$ cat config.mk
export PLATFORM = sky130hd
export DESIGN_NAME = hs_ioctl_master
export DESIGN_NICKNAME = d
export VERILOG_FILES = /design/src/rtl/hs_ioctl_master.sv
export SDC_FILE = /design/constraint.sdc
export NUM_CORES = 1
export LEC_CHECK = 0
export BUFFER_PORTS_ARGS = -buffer_cell sky130_fd_sc_hd__buf_2
export CAP_MARGIN = 10
export CORE_AREA = 5 5 128 130
export CTS_BUF_LIST = sky130_fd_sc_hd__clkbuf_8 sky130_fd_sc_hd__clkbuf_16
export DETAILED_ROUTE_END_ITERATION = 8
export DIE_AREA = 0 0 133 135
export GPL_TIMING_DRIVEN = 0
export PLACE_DENSITY_LB_ADDON = 0.08
export SETUP_SLACK_MARGIN = 0.02
export SLEW_MARGIN = 20
export SYNTH_ARGS = -nofsm -noshare
export SYNTH_HDL_FRONTEND = slang
export SYNTH_SLANG_ARGS = --single-unit
$ cat constraint.sdc
create_clock -name clk -period 4 [get_ports clk]
set_input_delay 0.4 -clock clk [delete_from_list [all_inputs] [get_ports clk]]
set_output_delay 0.4 -clock clk [all_outputs]
set_load 0.05 [all_outputs]
$ cat src/rtl/hs_ioctl_master.sv
// hs_ioctl_master: HPS-style ioctl initiator that downloads bytes from a local source
// or uploads bytes from the core into a sink, with HPS setup/hold and pacing.
module hs_ioctl_master #(
    parameter int ADDR_WIDTH   = 25,
    parameter int LEN_WIDTH    = 16,
    parameter int SETUP_CYCLES = 2,
    parameter int WR_GAP       = 4,
    parameter int RD_WAIT      = 8
) (
    input  logic                  clk,
    input  logic                  reset,
    input  logic                  cmd_start,
    input  logic                  cmd_upload,
    input  logic [7:0]            cmd_index,
    input  logic [LEN_WIDTH-1:0]  cmd_length,
    output logic                  busy,
    output logic                  done,
    output logic [LEN_WIDTH-1:0]  src_addr,
    input  logic [7:0]            src_data,
    output logic                  snk_wr,
    output logic [LEN_WIDTH-1:0]  snk_addr,
    output logic [7:0]            snk_data,
    output logic                  ioctl_download,
    output logic                  ioctl_upload,
    output logic                  ioctl_wr,
    output logic [7:0]            ioctl_index,
    output logic [ADDR_WIDTH-1:0] ioctl_addr,
    output logic [7:0]            ioctl_dout,
    input  logic [7:0]            ioctl_din
);
    typedef enum logic [3:0] {
        IDLE, SETUP, FETCH, LATCH, WRITE, GAP, RADDR, RWAIT, CAPTURE, FINISH, DONE
    } state_t;

    state_t                state_q, state_d;
    logic [15:0]           cnt_q, cnt_d;
    logic [LEN_WIDTH-1:0]  n_q, n_d, len_q, len_d, src_addr_q, src_addr_d, snk_addr_q, snk_addr_d;
    logic                  up_q, up_d, busy_q, busy_d, done_q, done_d, snk_wr_q, snk_wr_d;
    logic                  dl_q, dl_d, ul_q, ul_d, wr_q, wr_d;
    logic [7:0]            snk_data_q, snk_data_d, index_q, index_d, dout_q, dout_d;
    logic [ADDR_WIDTH-1:0] addr_q, addr_d;
    logic                  last, setup_end;

    assign last      = n_q == len_q - LEN_WIDTH'(1);
    assign setup_end = cnt_q == 16'(SETUP_CYCLES - 1);

    always_comb begin
        state_d    = state_q;
        cnt_d      = cnt_q + 16'd1;
        n_d        = n_q;
        len_d      = len_q;
        up_d       = up_q;
        busy_d     = busy_q;
        done_d     = 1'b0;
        snk_wr_d   = 1'b0;
        snk_addr_d = snk_addr_q;
        snk_data_d = snk_data_q;
        dl_d       = dl_q;
        ul_d       = ul_q;
        wr_d       = 1'b0;
        index_d    = index_q;
        addr_d     = addr_q;
        dout_d     = dout_q;
        case (state_q)
            IDLE: begin
                cnt_d = '0;
                if (cmd_start) begin
                    state_d = SETUP;
                    up_d    = cmd_upload;
                    len_d   = cmd_length;
                    index_d = cmd_index;
                    n_d     = '0;
                    addr_d  = '0;
                    busy_d  = 1'b1;
                    dl_d    = !cmd_upload;
                    ul_d    = cmd_upload;
                end
            end
            SETUP: begin
                if (setup_end) begin
                    cnt_d   = '0;
                    state_d = len_q == '0 ? FINISH : up_q ? RADDR : FETCH;
                end
            end
            FETCH: state_d = LATCH;
            LATCH: begin
                dout_d  = src_data;
                addr_d  = ADDR_WIDTH'(n_q);
                state_d = WRITE;
            end
            // wr is registered, so the pulse lands one cycle after addr/dout settle
            WRITE: begin
                wr_d    = 1'b1;
                cnt_d   = '0;
                state_d = GAP;
            end
            GAP: begin
                if (cnt_q == 16'(WR_GAP - 1)) begin
                    cnt_d   = '0;
                    n_d     = n_q + LEN_WIDTH'(1);
                    state_d = last ? FINISH : FETCH;
                end
            end
            RADDR: begin
                addr_d  = ADDR_WIDTH'(n_q);
                cnt_d   = '0;
                state_d = RWAIT;
            end
            RWAIT: state_d = cnt_q == 16'(RD_WAIT - 1) ? CAPTURE : RWAIT;
            CAPTURE: begin
                snk_wr_d   = 1'b1;
                snk_data_d = ioctl_din;
                snk_addr_d = n_q;
                n_d        = n_q + LEN_WIDTH'(1);
                cnt_d      = '0;
                state_d    = last ? FINISH : RADDR;
            end
            // strobe held SETUP_CYCLES, then one low cycle for the receiver's index compare
            FINISH: begin
                if (setup_end) begin
                    dl_d = 1'b0;
                    ul_d = 1'b0;
                end
                if (cnt_q == 16'(SETUP_CYCLES)) begin
                    done_d  = 1'b1;
                    busy_d  = 1'b0;
                    state_d = DONE;
                end
            end
            DONE: state_d = IDLE;
            default: state_d = IDLE;
        endcase
        src_addr_d = n_d;
    end

    always_ff @(posedge clk) begin
        if (reset) begin
            state_q    <= IDLE;
            cnt_q      <= '0;
            n_q        <= '0;
            len_q      <= '0;
            up_q       <= 1'b0;
            busy_q     <= 1'b0;
            done_q     <= 1'b0;
            src_addr_q <= '0;
            snk_wr_q   <= 1'b0;
            snk_addr_q <= '0;
            snk_data_q <= '0;
            dl_q       <= 1'b0;
            ul_q       <= 1'b0;
            wr_q       <= 1'b0;
            index_q    <= '0;
            addr_q     <= '0;
            dout_q     <= '0;
        end else begin
            state_q    <= state_d;
            cnt_q      <= cnt_d;
            n_q        <= n_d;
            len_q      <= len_d;
            up_q       <= up_d;
            busy_q     <= busy_d;
            done_q     <= done_d;
            src_addr_q <= src_addr_d;
            snk_wr_q   <= snk_wr_d;
            snk_addr_q <= snk_addr_d;
            snk_data_q <= snk_data_d;
            dl_q       <= dl_d;
            ul_q       <= ul_d;
            wr_q       <= wr_d;
            index_q    <= index_d;
            addr_q     <= addr_d;
            dout_q     <= dout_d;
        end
    end

    assign busy           = busy_q;
    assign done           = done_q;
    assign src_addr       = src_addr_q;
    assign snk_wr         = snk_wr_q;
    assign snk_addr       = snk_addr_q;
    assign snk_data       = snk_data_q;
    assign ioctl_download = dl_q;
    assign ioctl_upload   = ul_q;
    assign ioctl_wr       = wr_q;
    assign ioctl_index    = index_q;
    assign ioctl_addr     = addr_q;
    assign ioctl_dout     = dout_q;
endmodule

* Word level (Yosys, flattened, before mapping)
Index checks and enable logic that the tools add are counted.
W data, S select, Z words.
** Operators by class
- Mux-type cells :: 29
- Bitwise gates (word level) :: 1
- Reductions and logical operators :: 15
- Equality and inequality tests :: 19
- Add/sub/neg operators :: 3
** Operators with widths (number)
- $pmux W16 S3 :: 2
- $mux W16 :: 4
- $pmux W25 S2 :: 1
- $pmux W4 S10 :: 1
- $add A16 B1 Y16 const B :: 2
- $eq A16 B2 Y1 const B :: 2
- $mux W4 :: 8
- $mux W25 :: 1
- $eq A16 B1 Y1 const B :: 1
- $eq A16 B16 Y1 :: 1
- $eq A16 B3 Y1 const B :: 1
- $eq A4 B3 Y1 const B :: 4
- $logic_not A16 Y1 :: 1
- $sub A16 B1 Y16 const B :: 1
- $ne A2 B2 Y1 const B :: 5
- $reduce_and A3 Y1 :: 3
- $eq A4 B2 Y1 const B :: 2
- $eq A4 B4 Y1 const B :: 2
- $mux W1 :: 8
- $pmux W1 S2 :: 3
- $eq A4 B1 Y1 const B :: 1
- $logic_not A4 Y1 :: 1
- $reduce_and A2 Y1 :: 2
- $reduce_and A4 Y1 :: 1
- other kinds (7) :: 9
** Word-level totals
- Register bits after elaboration :: 124
- Logic and storage cells :: 83

* Longest topological paths before layout
Gate-level depths: netlist of run 1.
- Depth after elaboration :: 5
- Depth in mapped cells :: 10
- Gate-level depth less buffers :: 10

* Least setup slack after synthesis of run 1
Ideal clock, no wire load.
- Kind :: reg2reg
- Start :: register len_q[3]
- End :: register state_q[0]
- Period minus slack after synthesis :: 2.814 ns
- Path slack :: 1.186 ns
- Path buffers :: 2
- Cell stages (with the launch flop) :: 10
- Setup time :: 0.088 ns
- Data arrival time :: 2.725 ns
- Path through :: dfxtp_1 > buf_6 > or4_4 > buf_6 > nor4_1 > xnor2_1 > o21ai_1 > or4_4 > or4_4 > a311oi_2
** On the way
- Cells in the longest elaborated chain, start to end :: 5
- Elaborated cells on any way between the ends :: 9
- Those cells by class :: add/sub: 1; eq/ne: 1; mux: 6; reduce/logical: 1
** RTL lines
- start, declared :: line 37 : logic [LEN_WIDTH-1:0] n_q, n_d, len_q, len_d, src_addr_q, src_addr_d, snk_addr_q, snk_addr_d;
- start signal, assigned :: line 159 : len_q <= len_d;
- $sub A16 B1 Y16 :: line 44 : assign last = n_q == len_q - LEN_WIDTH'(1);
- $eq A16 B16 Y1 :: line 44
- $mux W4 :: line 101 : state_d = last ? FINISH : FETCH;
- $mux W4 :: line 98 : if (cnt_q == 16'(WR_GAP - 1)) begin
- $pmux W4 S10 (*) :: line 64 : case (state_q)
- end signal, assigned :: line 156 : state_q <= state_d;
- end, declared :: line 35 : state_t state_q, state_d;
Every way passes the cells marked *; elsewhere a longest branch is shown, timed or not. The select of a mux whose other input is x is not followed.
A chain may end at the register's enable or synchronous reset.

* Worst setup path after layout of run 1
Same ends and word-level chain as after synthesis.

==> summary.txt, run 1 <==
Floorplan
  – Initial Util: a little over a third
  – Floorplan core area: 15000 um2
  – Top-Level Pins: 131
  – Site Rows: between 40 and 50
  – Die Area: around 18000 um2
  – Die W: 133 um
  – Die Height: approximately 140 um

Global route
  – Initial antenna violation count: 0
  – Vias in the first global route: about 4800
  – Grt ovf: 0
  – GRT Overall Usage: around 17%
  – Global-route wire length before repair: about 24000 um
  – Pin count of the biggest net entering global routing: 17

Detailed routing
  – Via density: just under 5
  – Antenna Violating Nets Remaining: 0
  – Iter 0 DRT Violations: between 150 and 200
  – Post-Route WL: 15200 um
  – Drc violations: 0
  – Via count: 4980
  – First drt pass iteration count: 4
  – WL per Instance: between 15 and 20 um

Clock network
  – Clk buf depth: 2
  – Root buf cell: clkbuf_16
  – Skew-Pair Late Insertion Delay: 0.41 ns
  – CTS buffer count: 17
  – CTS tree: done
  – Htree depth: 4
  – CTS resizes: 0
  – Clock sinks: between 100 and 150
  – Hold buffers post-CTS: 0
  – Postcts setup bufs: 0
  – Clk slew on worst S/H paths: 0.05 ns

Logic synthesis
  – Primary FF master, synth: dfxtp_1
  – Main combinational cell family by area after synthesis: simple AND/OR/NAND/NOR gates
  – XOR/XNOR Fraction of Synth Area: under 10%
  – Post-Synth Simple-Gate Area: a little over a quarter
  – Yosys top cell area share: between 40% and 50%
  – Area leader, netlist: dfxtp_1
  – Yosys reg bits: 115
  – Warnings, synthesis: 0
  – Mean Syn Cell Area: between 8 and 9 um2
  – Async SR Flop Fraction: 0%
  – Post-synth EDFFs: 0
  – Compound-gate portion of the synthesized area: about 14%
  – Seq/Total Area, Yosys: between 40% and 50%
  – Cell variety after synth: 60
  – Syn Inst Count: around 650
  – Synth Area in Adders: 1.18%
  – Largest cells by area after synthesis: dfxtp_1 44%, nand2_1 8.7%, a21oi_1 5.7%, nor2_1 5.5%, xnor2_1 3.6%
  – Mux cell area share after synthesis: roughly 2.1%
  – Cell Area, Synth: about 5300 um2

STA
  – Post-route clock period utilization: around three quarters
  – Worst-Margin Slew: slightly above 0.8 ns
  – Finish-stage setup viols: 0
  – Max Clk Rate: between 0.3 and 0.4 GHz
  – Final min period: between 2 and 3 ns
  – Fin. max-slew vios: 0
  – Worst slew margin: between 40% and 50%
  – Setup Skew: 0.00802 ns
  – TNS Setup: 0 ns
  – Hold Violations, Final: 0
  – Unrepaired setup endpoints after global routing: no

Critical path
  – Critical Path RT: 4.32 ns
  – CP most frequent cell: or4_4
  – Worst-path cell chain: buf_6 -> or4_4 -> buf_6 -> nor4_1 -> xnor2_1 -> o21ai_1 -> or4_4 -> or4_4 -> a311oi_2
  – Max stage delay cell, worst path: or4_4
  – Worst setup SP type: flip-flop
  – Arr. time, crit path: between 3 and 4 ns
  – Worst Setup End Kind: flip-flop
  – CP max FO: 9
  – Peak per-stage delay on the critical path: roughly 0.52 ns
  – Crit Path Category: flip-flop to flip-flop

Placed design
  – Final weighted congestion in routability-driven placement: ~0.80
  – # port buffers: 120
  – Placed Cells: between 900 and 1000
  – Final HPWL DP: between 10000 and 15000 um

Power and ir drop
  – Leak: roughly 0.0027 uW
  – Power per cell area: just over 500 nW/um2
  – Pwr Total: roughly 3500 uW
  – Maximum VDD drop: between 0.2 and 0.3 mV

Cells and area
  – Antenna cell count: 0
  – Area growth syn-to-layout: 28.0%
  – Nets: roughly 850
  – Post-route insts no fill: 1003
  – Filler Cell Count: between 1500 and 2000
  – Core Util, Final: 45.0%
  – Layout cell share with drive strength beyond 1: about 22%

Run
  – Max Cap Violations: 0

Status
  – Status: complete, no violations

Hold path
  – Hold Crit Class: input pin to flip-flop
worst max-delay path, delay by kind of cell, from the launching register on:
kind	cells	cell delay (ns)
AND/OR/NAND/NOR	4	1.79
AO/OA/AOI/OAI	2	0.32
flip-flops	1	0.30
XOR/XNOR	1	0.16
buffers and inverters	2	0.29
report_power, final:
| part | switching [uW] | leakage [uW] | internal [uW] |
|---|---|---|---|
| combinational | 490 | 0.00151 | 263 |
| sequential | 58.5 | 0.000931 | 1200 |
| clock | 513 | 0.000299 | 979 |
worst paths after layout:
check | end | depth (start not counted) | from | slack (ns)
setup / recovery | state_q[0]$_SDFFE_PP0P_ | 9 | len_q[3]$_SDFFE_PP0P_ | 1.04
hold / removal | ioctl_index[7]$_SDFFE_PP0P_ | 3 | cmd_index[7] | 0.22
setup reg to reg | state_q[0]$_SDFFE_PP0P_ | 9 | len_q[3]$_SDFFE_PP0P_ | 1.04
hold reg to reg | ioctl_index[4]$_SDFFE_PP0P_ | 2 | ioctl_index[4]$_SDFFE_PP0P_ | 0.45
synth_stat cells (3+ instances only):
cell type,number
a22oi_1,16
a211oi_1,3
or3_1,7
nand2b_1,7
nand3_1,15
buf_6,3
o21ai_1,5
a21oi_1,60
buf_4,9
nor3_1,14
a31oi_1,8
xnor2_1,22
and4b_1,3
nand4_1,6
xor2_1,18
nor4_1,11
dfxtp_1,115
nor2_1,77
inv_1,10
nand4b_1,3
mux2i_1,11
and3_1,9
o21a_1,3
nor4b_1,3
clkbuf_1,37
o21ai_0,3
o31a_1,3
or2_2,3
or4_4,3
ha_1,5
nand2_1,123
nor2b_1,5
state kept, by name, summed over array words and instances (netlist names):
register        cells
cnt_q              16
ioctl_addr         16
len_q              16
snk_addr           16
src_addr           16
ioctl_dout          8
ioctl_index         8
snk_data            8
state_q             4
busy                1
done                1
ioctl_download      1
ioctl_upload        1
ioctl_wr            1
snk_wr              1
up_q                1
routing by layer:
metal,up-vias,track usage [%],routed length (um)
met5,-,0,0
met4,0,6.18,293
met3,22,5.40,883
met2,138,27.5,6930
met1,2299,20.6,7090
li1,2521,-,-
logic make-up after synthesis:
family,Yosys count
AND/OR/NAND/NOR,301
AO/OA/AOI/OAI,117
flip-flops,115
buffers and inverters,64
XOR/XNOR,40
multiplexers,11
adder cells (fa/ha/maj),5
other,1
cell usage in the layout, fill, tap and decap left out, drive strengths merged, types with 16 or more instances in the layout:
cell type,count
xor2,18
clkbuf,56
a21oi,60
nor2,78
dfxtp,115
xnor2,22
buf,136
a22oi,16
nand2,123
final cells by class:
type                            instances  area [um2]  share of cell area (%)
Tap cell                              188         235                    3.48
Inverter                               11        41.3                   0.611
Timing Repair Buffer                  121         612                    9.05
Sequential cell                       115        2300                    34.1
Clock buffer                           18         439                    6.50
Multi-Input combinational cell        483        2730                    40.3
Buffer                                 53         258                    3.81
Clock inverter                         14         146                    2.17
through the flow:
step           hold WS, ns  cell area [um2]  worst slack (ns)
2_1_floorplan        0.437             5310              1.19
3_5_place_dp         0.445             6170              1.05
3_3_place_gp         0.439             6150             0.686
4_1_cts              0.210             6750              1.03
5_1_grt              0.212             6760             0.789
6_report             0.222             6760              1.04
(Power assumes the default switching activity.)
==> inputs of run 2 (changes only) <==
==> constraint.sdc (replaced) <==
create_clock -name clk -period 2.6 [get_ports clk]
set_input_delay 0.26 -clock clk [delete_from_list [all_inputs] [get_ports clk]]
set_output_delay 0.26 -clock clk [all_outputs]
set_load 0.05 [all_outputs]
==> run 2 against run 1 <==
The run now ends with negative setup slack left. Highest routed layer unchanged. First-iteration DRC count up 11%. Hold slack worse by 0.14 ns. Final cell count grew 0.20%. Via count fell by 0.24%. Wire length is 0.31% higher. Count of clock-buffer cells in the layout did not move. Die area did not move. Core utilization up 0.86 points. Sequential power is 55% higher. Cell area is 1.9% higher. Maximum frequency up 5.4%. Largest power group unchanged.
==> summary.txt, run 2 (same netlist as run 1, synthesis figures left out) <==
Status
  – Status: finished, violations left
  – Failing checks: negative setup slack

Hold path
  – Worst Hold Depth: 3
  – Hold Path End: ioctl_index[4]$_SDFFE_PP0P_
  – Hold Crit Class: input pin to flip-flop
  – Hold path startpoint: cmd_index[4]

Critical path
  – Arr. time, crit path: approximately 3.1 ns
  – Worst-path cell chain: or4_4 -> nor4_4 -> xnor2_1 -> o21ai_1 -> or4_4 -> or4_4 -> a311oi_2
  – Peak per-stage delay on the critical path: slightly above 0.6 ns
  – Max stage delay cell, worst path: or4_4
  – Worst setup SP type: flip-flop
  – Flop2flop setup slack: -0.21 ns
  – Critical Path RT: 2.92 ns
  – Bufs and invs on worst path: 0
  – CP most frequent cell: or4_4
  – Crit path depth: 7
  – Worst r2r src: len_q[5]$_SDFFE_PP0P_
  – R2R cell count: 7
  – CP delay by family, top: simple AND/OR/NAND/NOR gates
  – CP max FO: 6
  – Worst Setup End Kind: flip-flop
  – Crit Path Category: flip-flop to flip-flop
  – Reg2reg end: state_q[0]$_SDFFE_PP0P_

Detailed routing
  – Iter 0 DRT Violations: about 200
  – Via density: around 4.9
  – Via count: around 5000
  – Post-Route WL: 15200 um
  – First drt pass iteration count: 5
  – Antenna Violating Nets Remaining: 0
  – Drc violations: 0
  – WL per Instance: between 15 and 20 um

Cells and area
  – Multi-input logic area: approximately 2800 um2
  – Layout cell share with drive strength beyond 1: 24.7%
  – Nets: between 800 and 900
  – Antenna cell count: 0
  – Register area: 2310 um2
  – Most frequent cells in the layout: 121 x nand2_1, 121 x buf_2, 110 x dfxtp_1
  – Filler Cell Count: 1540
  – Area growth syn-to-layout: 30.4%

STA
  – Setup WS post-layout: -0.210 ns
  – TNS Setup: -0.374 ns
  – Fin. max-slew vios: 0
  – Final hold slack: 0.0852 ns
  – Worst slew margin: a little over two fifths
  – Hold Violations, Final: 0
  – Max Clk Rate: 0.356 GHz
  – Unrepaired setup endpoints after global routing: yes
  – Final min period: ~2.8 ns
  – Post-route clock period utilization: 108%
  – Setup Skew: around 0.0082 ns
  – Finish-stage setup viols: 4
  – Worst-Margin Slew: 0.870 ns

Global route
  – Initial antenna violation count: 0
  – Vias in the first global route: approximately 4800
  – Pin count of the biggest net entering global routing: 17
  – Global-route wire length before repair: around 24000 um
  – GRT Overall Usage: about 17%
  – Grt ovf: 0

Clock network
  – Hold buffers post-CTS: 0
  – Skew-Pair Late Insertion Delay: approximately 0.41 ns
  – CTS buffer count: 17
  – Clock sinks: around 120
  – Htree depth: 4
  – Clk slew on worst S/H paths: 0.05 ns
  – Clk buf depth: 2
  – CTS tree: done
  – Root buf cell: clkbuf_16

Floorplan
  – Die W: about 130 um
  – Die Area: between 15000 and 20000 um2
  – Die Height: about 140 um
  – Site Rows: 45
  – Initial Util: between 30% and 40%
  – Floorplan core area: 15000 um2
  – Top-Level Pins: roughly 130

Placed design
  – Final weighted congestion in routability-driven placement: slightly above 0.8
  – # port buffers: between 100 and 150
  – Final HPWL DP: between 10000 and 15000 um
  – Worst slack, placed: -0.329 ns

Power and ir drop
  – Leak: about 0.0028 uW
  – Power per cell area: 807 nW/um2
  – Maximum VDD drop: between 0.4 and 0.5 mV

Run
  – Max Cap Violations: 0
==> run 2: cell count changes in the layout (fill, tap and decap cells not counted), sizes merged <==
| cell | delta |
|---|---|
| inv | -1 |
| clkbuf | -1 |
| clkinv | -1 |
| bufinv | +1 |
| buf | +4 |
==> run 2: final cells by class <==
cell class | instances | share of cell area, %
flip-flops and latches | 115 | 33.6
clock inverters | 13 | 2.43
plain buffers | 50 | 3.38
inverters | 11 | 0.599
multi-input cells | 483 | 40.7
well taps | 188 | 3.42
repair buffers | 127 | 9.54
clock buffers | 18 | 6.38
==> run 2: timing repair <==
item / 4_1_cts / 5_1_grt
pin swaps: 1 / 7
setup endpoints to repair: 21 / 24
buffers inserted: 3 / 3
resized for setup: 9 / 15
==> run 2: how the worst max path moves through the flow <==
| stage | startpoint | end | slack, ns |
|---|---|---|---|
| final | len_q[5]$_SDFFE_PP0P_ | state_q[0]$_SDFFE_PP0P_ | -0.21 |
| after global routing | len_q[5]$_SDFFE_PP0P_ | state_q[0]$_SDFFE_PP0P_ | -0.33 |
| after global placement | state_q[1]$_SDFFE_PP0P_ | src_addr[11]$_SDFFE_PP0P_ | -0.74 |
| after detailed placement | cnt_q[0]$_SDFF_PP0_ | src_addr[11]$_SDFFE_PP0P_ | -0.33 |
| after CTS | len_q[3]$_SDFFE_PP0P_ | state_q[0]$_SDFFE_PP0P_ | -0.28 |
| after floorplan | len_q[3]$_SDFFE_PP0P_ | state_q[0]$_SDFFE_PP0P_ | -0.15 |
==> run 2: worst reg2reg max path: stages, from the launching register on <==
cell	delay, ns
dfxtp_4	0.34
or4_4	0.61
nor4_4	0.24
xnor2_1	0.15
o21ai_1	0.08
or4_4	0.44
or4_4	0.58
a311oi_2	0.28
==> run 2: power by group <==
part | total, uW | switching (uW) | leakage [uW] | internal (uW)
clock network | 2400 | 793 | 0.000304 | 1600
logic | 1220 | 783 | 0.00155 | 433
registers | 1950 | 91.6 | 0.000934 | 1850
==> run 2: per-stage QoR <==
| step | total power (uW) | instance area (um2) | std cells | util [%] |
|---|---|---|---|---|
| after CTS | 5600 | 6860 | 1005 | 45.6 |
| after global routing | 5820 | 6890 | 1005 | 45.8 |
| after global placement | 3130 | 6160 | 970 | 41.0 |
| after detailed placement | 3160 | 6180 | 971 | 41.1 |
| after floorplan | 2860 | 5330 | 662 | - |
| final | 5560 | 6890 | 1005 | 45.8 |
==> run 2: layer usage <==
layer / up-vias / part of all wire (%) / global-route usage (%)
met4: 0 / 1.6 / 5.95
li1: 2529 / - / -
met1: 2290 / 47 / 21.3
met5: - / 0 / 0
met2: 136 / 46 / 26.7
met3: 13 / 5.9 / 5.63
